`config.mk`:
```
export PLATFORM = sky130hd
export DESIGN_NAME = rot_quad_gen_flat
export DESIGN_NICKNAME = d
export VERILOG_FILES = /design/src/rtl/rot_quad_gen_if.sv /design/src/rtl/rot_quad_gen.sv /design/src/flat_wrapper.sv
export SDC_FILE = /design/constraint.sdc
export NUM_CORES = 1
export LEC_CHECK = 0
export ABC_AREA = 1
export BUFFER_PORTS_ARGS = -buffer_cell sky130_fd_sc_hd__buf_2
export CELL_PAD_IN_SITES_DETAIL_PLACEMENT = 0
export CELL_PAD_IN_SITES_GLOBAL_PLACEMENT = 1
export CORE_MARGIN = 2
export CORE_UTILIZATION = 40
export CTS_BUF_LIST = sky130_fd_sc_hd__clkbuf_4 sky130_fd_sc_hd__clkbuf_8
export CTS_CLUSTER_DIAMETER = 80
export DETAILED_ROUTE_END_ITERATION = 10
export PLACE_DENSITY_LB_ADDON = 0.1
export SYNTH_ARGS = -nofsm -noshare
export SYNTH_HDL_FRONTEND = slang
export SYNTH_SLANG_ARGS = --single-unit
export TNS_END_PERCENT = 5
```
`constraint.sdc`:
```
create_clock -name clk -period 3.8 [get_ports clk]
set_input_delay 0.38 -clock clk [delete_from_list [all_inputs] [get_ports clk]]
set_output_delay 0.38 -clock clk [all_outputs]
set_load 0.02 [all_outputs]
```
`src/rtl/rot_quad_gen_if.sv`:
```
// Command channel for the quadrature generator: valid/ready handshake plus
// per-command direction, detent count, phase dwell and the abort request.
interface rot_quad_gen_if #(
    parameter int CNT_W   = 8,
    parameter int DWELL_W = 16
);
    logic               cmd_valid;
    logic               cmd_ready;
    logic               cmd_dir;
    logic [CNT_W-1:0]   cmd_count;
    logic [DWELL_W-1:0] cmd_dwell;
    logic               abort;

    modport master (
        output cmd_valid, cmd_dir, cmd_count, cmd_dwell, abort,
        input  cmd_ready
    );

    modport slave (
        input  cmd_valid, cmd_dir, cmd_count, cmd_dwell, abort,
        output cmd_ready
    );
endinterface

```
`src/rtl/rot_quad_gen.sv`:
```
// Quadrature encoder emulator: step commands -> Gray-coded ROTa/ROTb detents, tracks position.
// Latency: first phase change D cycles after the accept edge, then one step every D cycles.
// Backpressure: cmd_ready only while idle; it rises on the done cycle so commands run back-to-back.
module rot_quad_gen #(
    parameter int CNT_W   = 8,
    parameter int DWELL_W = 16,
    parameter int POS_W   = 15
) (
    input  logic             clk,
    input  logic             reset,
    rot_quad_gen_if.slave    cmd,
    output logic             ROTa,
    output logic             ROTb,
    output logic             busy,
    output logic             done,
    output logic [POS_W-1:0] pos_out
);
    typedef enum logic {IDLE, RUN} state_t;

    localparam logic [CNT_W-1:0]   CNT_ONE   = {{(CNT_W-1){1'b0}}, 1'b1};
    localparam logic [DWELL_W-1:0] DWELL_ONE = {{(DWELL_W-1){1'b0}}, 1'b1};
    localparam logic [POS_W-1:0]   POS_ONE   = {{(POS_W-1){1'b0}}, 1'b1};

    state_t             state;
    logic               dir_q;
    logic [CNT_W-1:0]   left_q;
    logic [DWELL_W-1:0] dwell_q;
    logic [DWELL_W-1:0] dcnt_q;
    logic [1:0]         phase_q;
    logic [1:0]         phase_nxt;
    logic [1:0]         ba_nxt;

    assign cmd.cmd_ready = (state == IDLE);
    assign busy          = (state == RUN);
    assign phase_nxt     = phase_q + 2'd1;

    // {B,A} for the next phase index; dir 1 is dir 0 with A and B swapped.
    always_comb begin
        ba_nxt = 2'b00;
        case (phase_nxt)
            2'd1:    ba_nxt = dir_q ? 2'b10 : 2'b01;
            2'd2:    ba_nxt = 2'b11;
            2'd3:    ba_nxt = dir_q ? 2'b01 : 2'b10;
            default: ba_nxt = 2'b00;
        endcase
    end

    always_ff @(posedge clk or negedge reset) begin
        if (!reset) begin
            state   <= IDLE;
            dir_q   <= 1'b0;
            left_q  <= '0;
            dwell_q <= DWELL_ONE;
            dcnt_q  <= DWELL_ONE;
            phase_q <= 2'd0;
            ROTa    <= 1'b0;
            ROTb    <= 1'b0;
            done    <= 1'b0;
            pos_out <= '0;
        end else begin
            done <= 1'b0;
            case (state)
                IDLE: begin
                    if (cmd.cmd_valid) begin
                        if (cmd.cmd_count == '0) begin
                            done <= 1'b1;
                        end else begin
                            state   <= RUN;
                            dir_q   <= cmd.cmd_dir;
                            left_q  <= cmd.cmd_count;
                            dwell_q <= (cmd.cmd_dwell == '0) ? DWELL_ONE : cmd.cmd_dwell;
                            dcnt_q  <= DWELL_ONE;
                            phase_q <= 2'd0;
                        end
                    end
                end
                RUN: begin
                    if (dcnt_q == dwell_q) begin
                        dcnt_q        <= DWELL_ONE;
                        phase_q       <= phase_nxt;
                        {ROTb, ROTa}  <= ba_nxt;
                        if (phase_q == 2'd3) begin
                            // Detent closes at 00: account for it and decide whether to stop.
                            pos_out <= dir_q ? (pos_out - POS_ONE) : (pos_out + POS_ONE);
                            left_q  <= left_q - CNT_ONE;
                            if (left_q == CNT_ONE || cmd.abort) begin
                                state <= IDLE;
                                done  <= 1'b1;
                            end
                        end else if (cmd.abort) begin
                            left_q <= CNT_ONE;
                        end
                    end else begin
                        dcnt_q <= dcnt_q + DWELL_ONE;
                        if (cmd.abort) begin
                            left_q <= CNT_ONE;
                        end
                    end
                end
                default: state <= IDLE;
            endcase
        end
    end
endmodule
```
`src/flat_wrapper.sv`:
```
// flat-port wrapper written by rule: the top's interface ports become plain ports
module rot_quad_gen_flat 
#(
    parameter int CNT_W   = 8,
    parameter int DWELL_W = 16,
    parameter int POS_W   = 15
)
  (clk, reset, ROTa, ROTb, busy, done, pos_out, cmd_cmd_valid, cmd_cmd_dir, cmd_cmd_count, cmd_cmd_dwell, cmd_abort, cmd_cmd_ready);
  rot_quad_gen_if #(.CNT_W(CNT_W), .DWELL_W(DWELL_W)) cmd_i ();
  input  logic clk;
  input  logic reset;
  output logic ROTa;
  output logic ROTb;
  output logic busy;
  output logic done;
  output logic [POS_W-1:0] pos_out;
  input wire logic [$bits(cmd_i.cmd_valid)-1:0] cmd_cmd_valid;
  input wire logic [$bits(cmd_i.cmd_dir)-1:0] cmd_cmd_dir;
  input wire logic [$bits(cmd_i.cmd_count)-1:0] cmd_cmd_count;
  input wire logic [$bits(cmd_i.cmd_dwell)-1:0] cmd_cmd_dwell;
  input wire logic [$bits(cmd_i.abort)-1:0] cmd_abort;
  output wire logic [$bits(cmd_i.cmd_ready)-1:0] cmd_cmd_ready;
  assign cmd_i.cmd_valid = cmd_cmd_valid;
  assign cmd_i.cmd_dir = cmd_cmd_dir;
  assign cmd_i.cmd_count = cmd_cmd_count;
  assign cmd_i.cmd_dwell = cmd_cmd_dwell;
  assign cmd_i.abort = cmd_abort;
  assign cmd_cmd_ready = cmd_i.cmd_ready;
  rot_quad_gen #(.CNT_W(CNT_W), .DWELL_W(DWELL_W), .POS_W(POS_W)) u_core (.clk(clk), .reset(reset), .cmd(cmd_i), .ROTa(ROTa), .ROTb(ROTb), .busy(busy), .done(done), .pos_out(pos_out));
endmodule
```
# == Word level (Yosys, flattened, before mapping) ==
# Cells that the tools add are included.
# word_totals
register_bits,62
latch_bits,0
mem_bits_rw,0
romBits,0
output_inout_bits,20
wordCells,65
memories,0
# op_classes
n_addsub,5
n_mul,0
div_mod_pow,0
n_lt_le_gt_ge,0
eq_ne,9
shifts,0
muxes,31
n_bitwise,2
n_reduce_logical,8
# ops
operator,count
$mux 16,4
$mux 8,5
$pmux 16 s2,1
$add 16x1->16 const B,1
$eq 16x16->1,1
$logic_not 16->1,1
$pmux 8 s2,1
$add 15x1->15 const B,1
$mux 15,1
$sub 15x1->15 const B,1
$mux 1,10
$mux 2,5
$reduce_and 3->1,3
$eq 8x1->1 const B,1
$logic_not 8->1,1
$sub 8x1->8 const B,1
$eq 2x2->1 const B,3
$ne 2x2->1 const B,3
$pmux 2 s3,1
$pmux 1 s2,2
$pmux 2 s2,1
$reduce_and 2->1,2
$add 2x1->2 const B,1
$eq 2x1->1 const B,1
other kinds (2),3

# == Logic depth before layout (Yosys ltp) ==
# logic_depth
depth_word,6
ltp_mapped,12
mapped_depth_nobuf,12

# == Worst setup path after synthesis ==
# No wires, ideal clock.
# synth_timing
path_type,reg2reg
startpoint,register u_core.dir_q
endpoint,register u_core.pos_out[12]
setup_time_ns,0.117
t_arrival_ns,1.684
slack_ns,1.999
stages_incl_launch_ff,12
path_buffers,0
cell_sequence,dfrtp_1 fa_1 nand2_1 nand3_1 nand3_1 nand2_1 nand2_1 nand2_1 nand2_1 nand3_1 nand3_1 nand2_1
# synth_via
elab_chain_len,1
# synth_lines
element,line,rtl
start: declaration,rot_quad_gen.sv:25,logic dir_q;
start signal: assignment,rot_quad_gen.sv:69,dir_q <= cmd.cmd_dir;
$mux 15,rot_quad_gen.sv:84,pos_out <= dir_q ? (pos_out - POS_ONE) : (pos_out + POS_ONE);
end signal: assignment,rot_quad_gen.sv:84,
end: declaration,rot_quad_gen.sv:16,output logic [POS_W-1:0] pos_out
# Every way passes these cells.
# A chain may end at the register's enable or synchronous reset.

# == Worst setup path after layout ==
# Ends and elaborated chain as after synthesis.

==> results.py <==
metrics = {
    "die": {
        "core_um2": 10280,
        "num_io_pins": 49,
        "start_util": 0.4095,
        "die_w_um": 106.6,
        "rows": 37,
        "die_y_um": 106.6,
        "dieArea_um2": 11360,
    },
    "synth": {
        "yosys.area.top_type_share": 0.3567,
        "synth.avg_cell_area_um2": 7.134,
        "synthesis.area_um2": 4209,
        "ys_async_sr_fraction": 1.000,
        "yosys.cell_types.count": 34,
        "ys.flop_type": "dfrtp_1",
        "syn_nets": 640,
        "yosysTopAreaCell": "dfrtp_1",
        "synth_edf_count": 0,
        "ys_seq_area_frac": 0.3692,
        "ys_warn_count": 0,
        "synth_cells": 590,
        "synth_seq_cells": 62,
        "synthTopCellsByArea": "dfrtp_1 (36%), nand2_1 (18%), ha_1 (5.9%)",
    },
    "power_and_ir_drop": {
        "leakagePower_uw": 0.002573,
        "netSwitchingPower_uw": 678.9,
        "ir_drop_mv": 0.2709,
        "combPwrFrac": 0.250,
        "internal-power_uw": 1250,
        "power.share.sequential": 0.447,
        "power_per_cell_area_nw_per_um2": 406.3,
        "swShare": 0.3519,
        "p_clk_frac": 0.302,
    },
    "setup_path": {
        "crit_path_start_kind": "flop",
        "worst_ep_arrival_time_ns": 2.37,
        "worstPathRequired_ns": 4.03,
        "reg2reg_depth": 11,
        "regToRegStartpoint": "u_core.dir_q",
        "worstPathMaxFanout": 18,
        "crit_path_end_kind": "flop",
        "path_class": "flop to flop",
        "r2r-end": "u_core.pos_out[12]",
        "reg2reg_slack_ns": 1.66,
    },
    "grt": {
        "antenna_found_initial": 0,
        "grtUsageTotal": 0.1907,
        "grt_pass1_vias": 3664,
        "grt_remaining_overflow": 0,
        "grt_first_pass_wirelength_um": 17260,
        "grt_max_degree": 36,
    },
    "hold_path": {
        "hold_path_class": "input pin to async pin",
    },
    "drt": {
        "wirelength_um": 10070,
        "dr.pass1.iters": 4,
        "drtAntennaViolNets": 0,
        "wl_per_cell_um": 12.93,
        "vias": 3864,
        "drc": 0,
        "drt_iter0_markers": 165,
        "via_per_inst": 4.960,
    },
    "cells_and_area": {
        "drive_above_1_share": 0.1586,
        "seqCellArea_um2": 1554,
        "most-common-layout-cells": "nand2_1 (201), dfrtp_1 (60), inv_1 (53), nand3_1 (48), buf_2 (48)",
        "syn_to_final_growth_pct": 12.81,
        "fin_nets": 688,
        "n_antenna_cell": 0,
        "n_fill_cell": 1108,
        "multi_input_area_um2": 2336,
        "finalInstanceArea_um2": 4748,
        "final_common_cell": "nand2_1",
    },
    "timing": {
        "min_period_ns": 2.142,
        "slew_viol_final": 0,
        "fmax_mhz": 466.8,
        "whs_ns": 0.1212,
        "worst_pin_slew_ns": 1.193,
        "relSlewSlack": 0.2037,
        "tns_ns": 0,
        "setup_viol": 0,
        "fin_crit_sh": 0.5638,
        "hold_viol": 0,
        "fin_worst_skew_ns": 0.01096,
        "rsz0062_at_grt": "false",
    },
    "cts": {
        "post_cts_resized": 0,
        "clock-sinks": 62,
        "hold_buffers": 0,
        "cts_tree": "yes",
        "cts_setup_buffers": 0,
        "clock_latency_ns": 0.35,
        "cts_root_buffer": "clkbuf_8",
        "clk_pin_slew_ns": 0.08,
        "clk_path_buf_depth": 2,
        "cts_max_level": 3,
        "cts_buffers": 9,
    },
    "run_status": {
        "status": "complete, no violations",
    },
    "run": {
        "cap_violations": 0,
    },
    "placement": {
        "place.gp.congestion": 0.8690,
        "hpwl_um": 7415,
        "placed_area_um2": 4559,
        "numPortBuffers": 48,
    },
}
==> worst max-delay path, cell delays in order, from the launching register on <==
cell and delay [ns]:
dfrtp_1 0.80, ha_1 0.40, nand2_1 0.08, nand3_1 0.08
nand3_1 0.07, nand2_1 0.12, nand2_1 0.09, nand2_1 0.07
nand2_1 0.10, nand3_1 0.07, nand3_1 0.09, nand2_1 0.06
==> kinds of logic after synthesis <==
group	synth area share
compound gates	0.1136
xor+xnor	0.04340
fa+ha+maj	0.06421
buf+inv	0.07640
flops	0.3692
simple gates	0.3332
==> worst max-delay path by stage <==
stage / slack [ns] / to / startpoint / cells past startpoint
after floorplan: 2.00 / u_core.pos_out[12] / u_core.dir_q / 11
after global placement: 1.65 / u_core.pos_out[12] / u_core.dir_q / 11
after detailed placement: 1.63 / u_core.pos_out[12] / u_core.dir_q / 11
after CTS: 1.61 / u_core.pos_out[12] / u_core.dir_q / 11
after global routing: 1.43 / u_core.pos_out[14] / u_core.dir_q / 9
final: 1.66 / u_core.pos_out[12] / u_core.dir_q / 11
==> sequential cells by signal, summed over array words and instances (netlist names) <==
register / count
u_core.ROTb: 1
u_core.ROTa: 1
u_core.left_q: 8
u_core.dir_q: 1
u_core.phase_q: 2
u_core.dwell_q: 16
u_core.done: 1
u_core.pos_out: 15
u_core.busy: 1
u_core.dcnt_q: 16
==> per-stage QoR <==
stage	worst slack, ns	util	total power (uW)	cells
after floorplan	1.999	-	1224	590
after global placement	1.653	0.4436	1354	763
after detailed placement	1.632	0.4436	1359	763
after CTS	1.609	0.4620	1951	779
after global routing	1.434	0.4620	2074	779
final	1.658	0.4620	1929	779
==> layout make-up <==
cell class,count,share of cell area
multi-input cells,449,0.4920
flip-flops and latches,62,0.3273
inverters,67,0.05296
repair buffers,49,0.05217
well taps,136,0.03584
clock buffers,11,0.02925
clock inverters,5,0.01054
==> synthesized netlist by cell type (all sizes together), types with 5 or more instances <==
cell type    n
nand2      208
inv         67
dfrtp       60
o21ai       56
nor2        50
nand3       48
ha          20
a21oi       19
xor2        12
o22ai        8
xnor2        8
clkbuf       7
nand4        6
buf          5
==> metal layers <==
layer,global-route usage,share of wire,routed length (um),up-vias
met3,0.03891,0.035,354,8
met5,0,0,0,-
met2,0.3066,0.47,4726,67
met4,0.06215,0.010,101,0
met1,0.2574,0.49,4887,1786
li1,-,-,-,2003
==> power by group through the flow <==
stage | registers (uW) | clock network, uW | logic [uW]
after floorplan | 847 | 0 | 377
after detailed placement | 873 | 0 | 486
after global placement | 871 | 0 | 483
final | 863 | 584 | 482
after global routing | 876 | 634 | 564
after CTS | 862 | 600 | 489
Note: power is estimated with default switching activity, not from simulation.
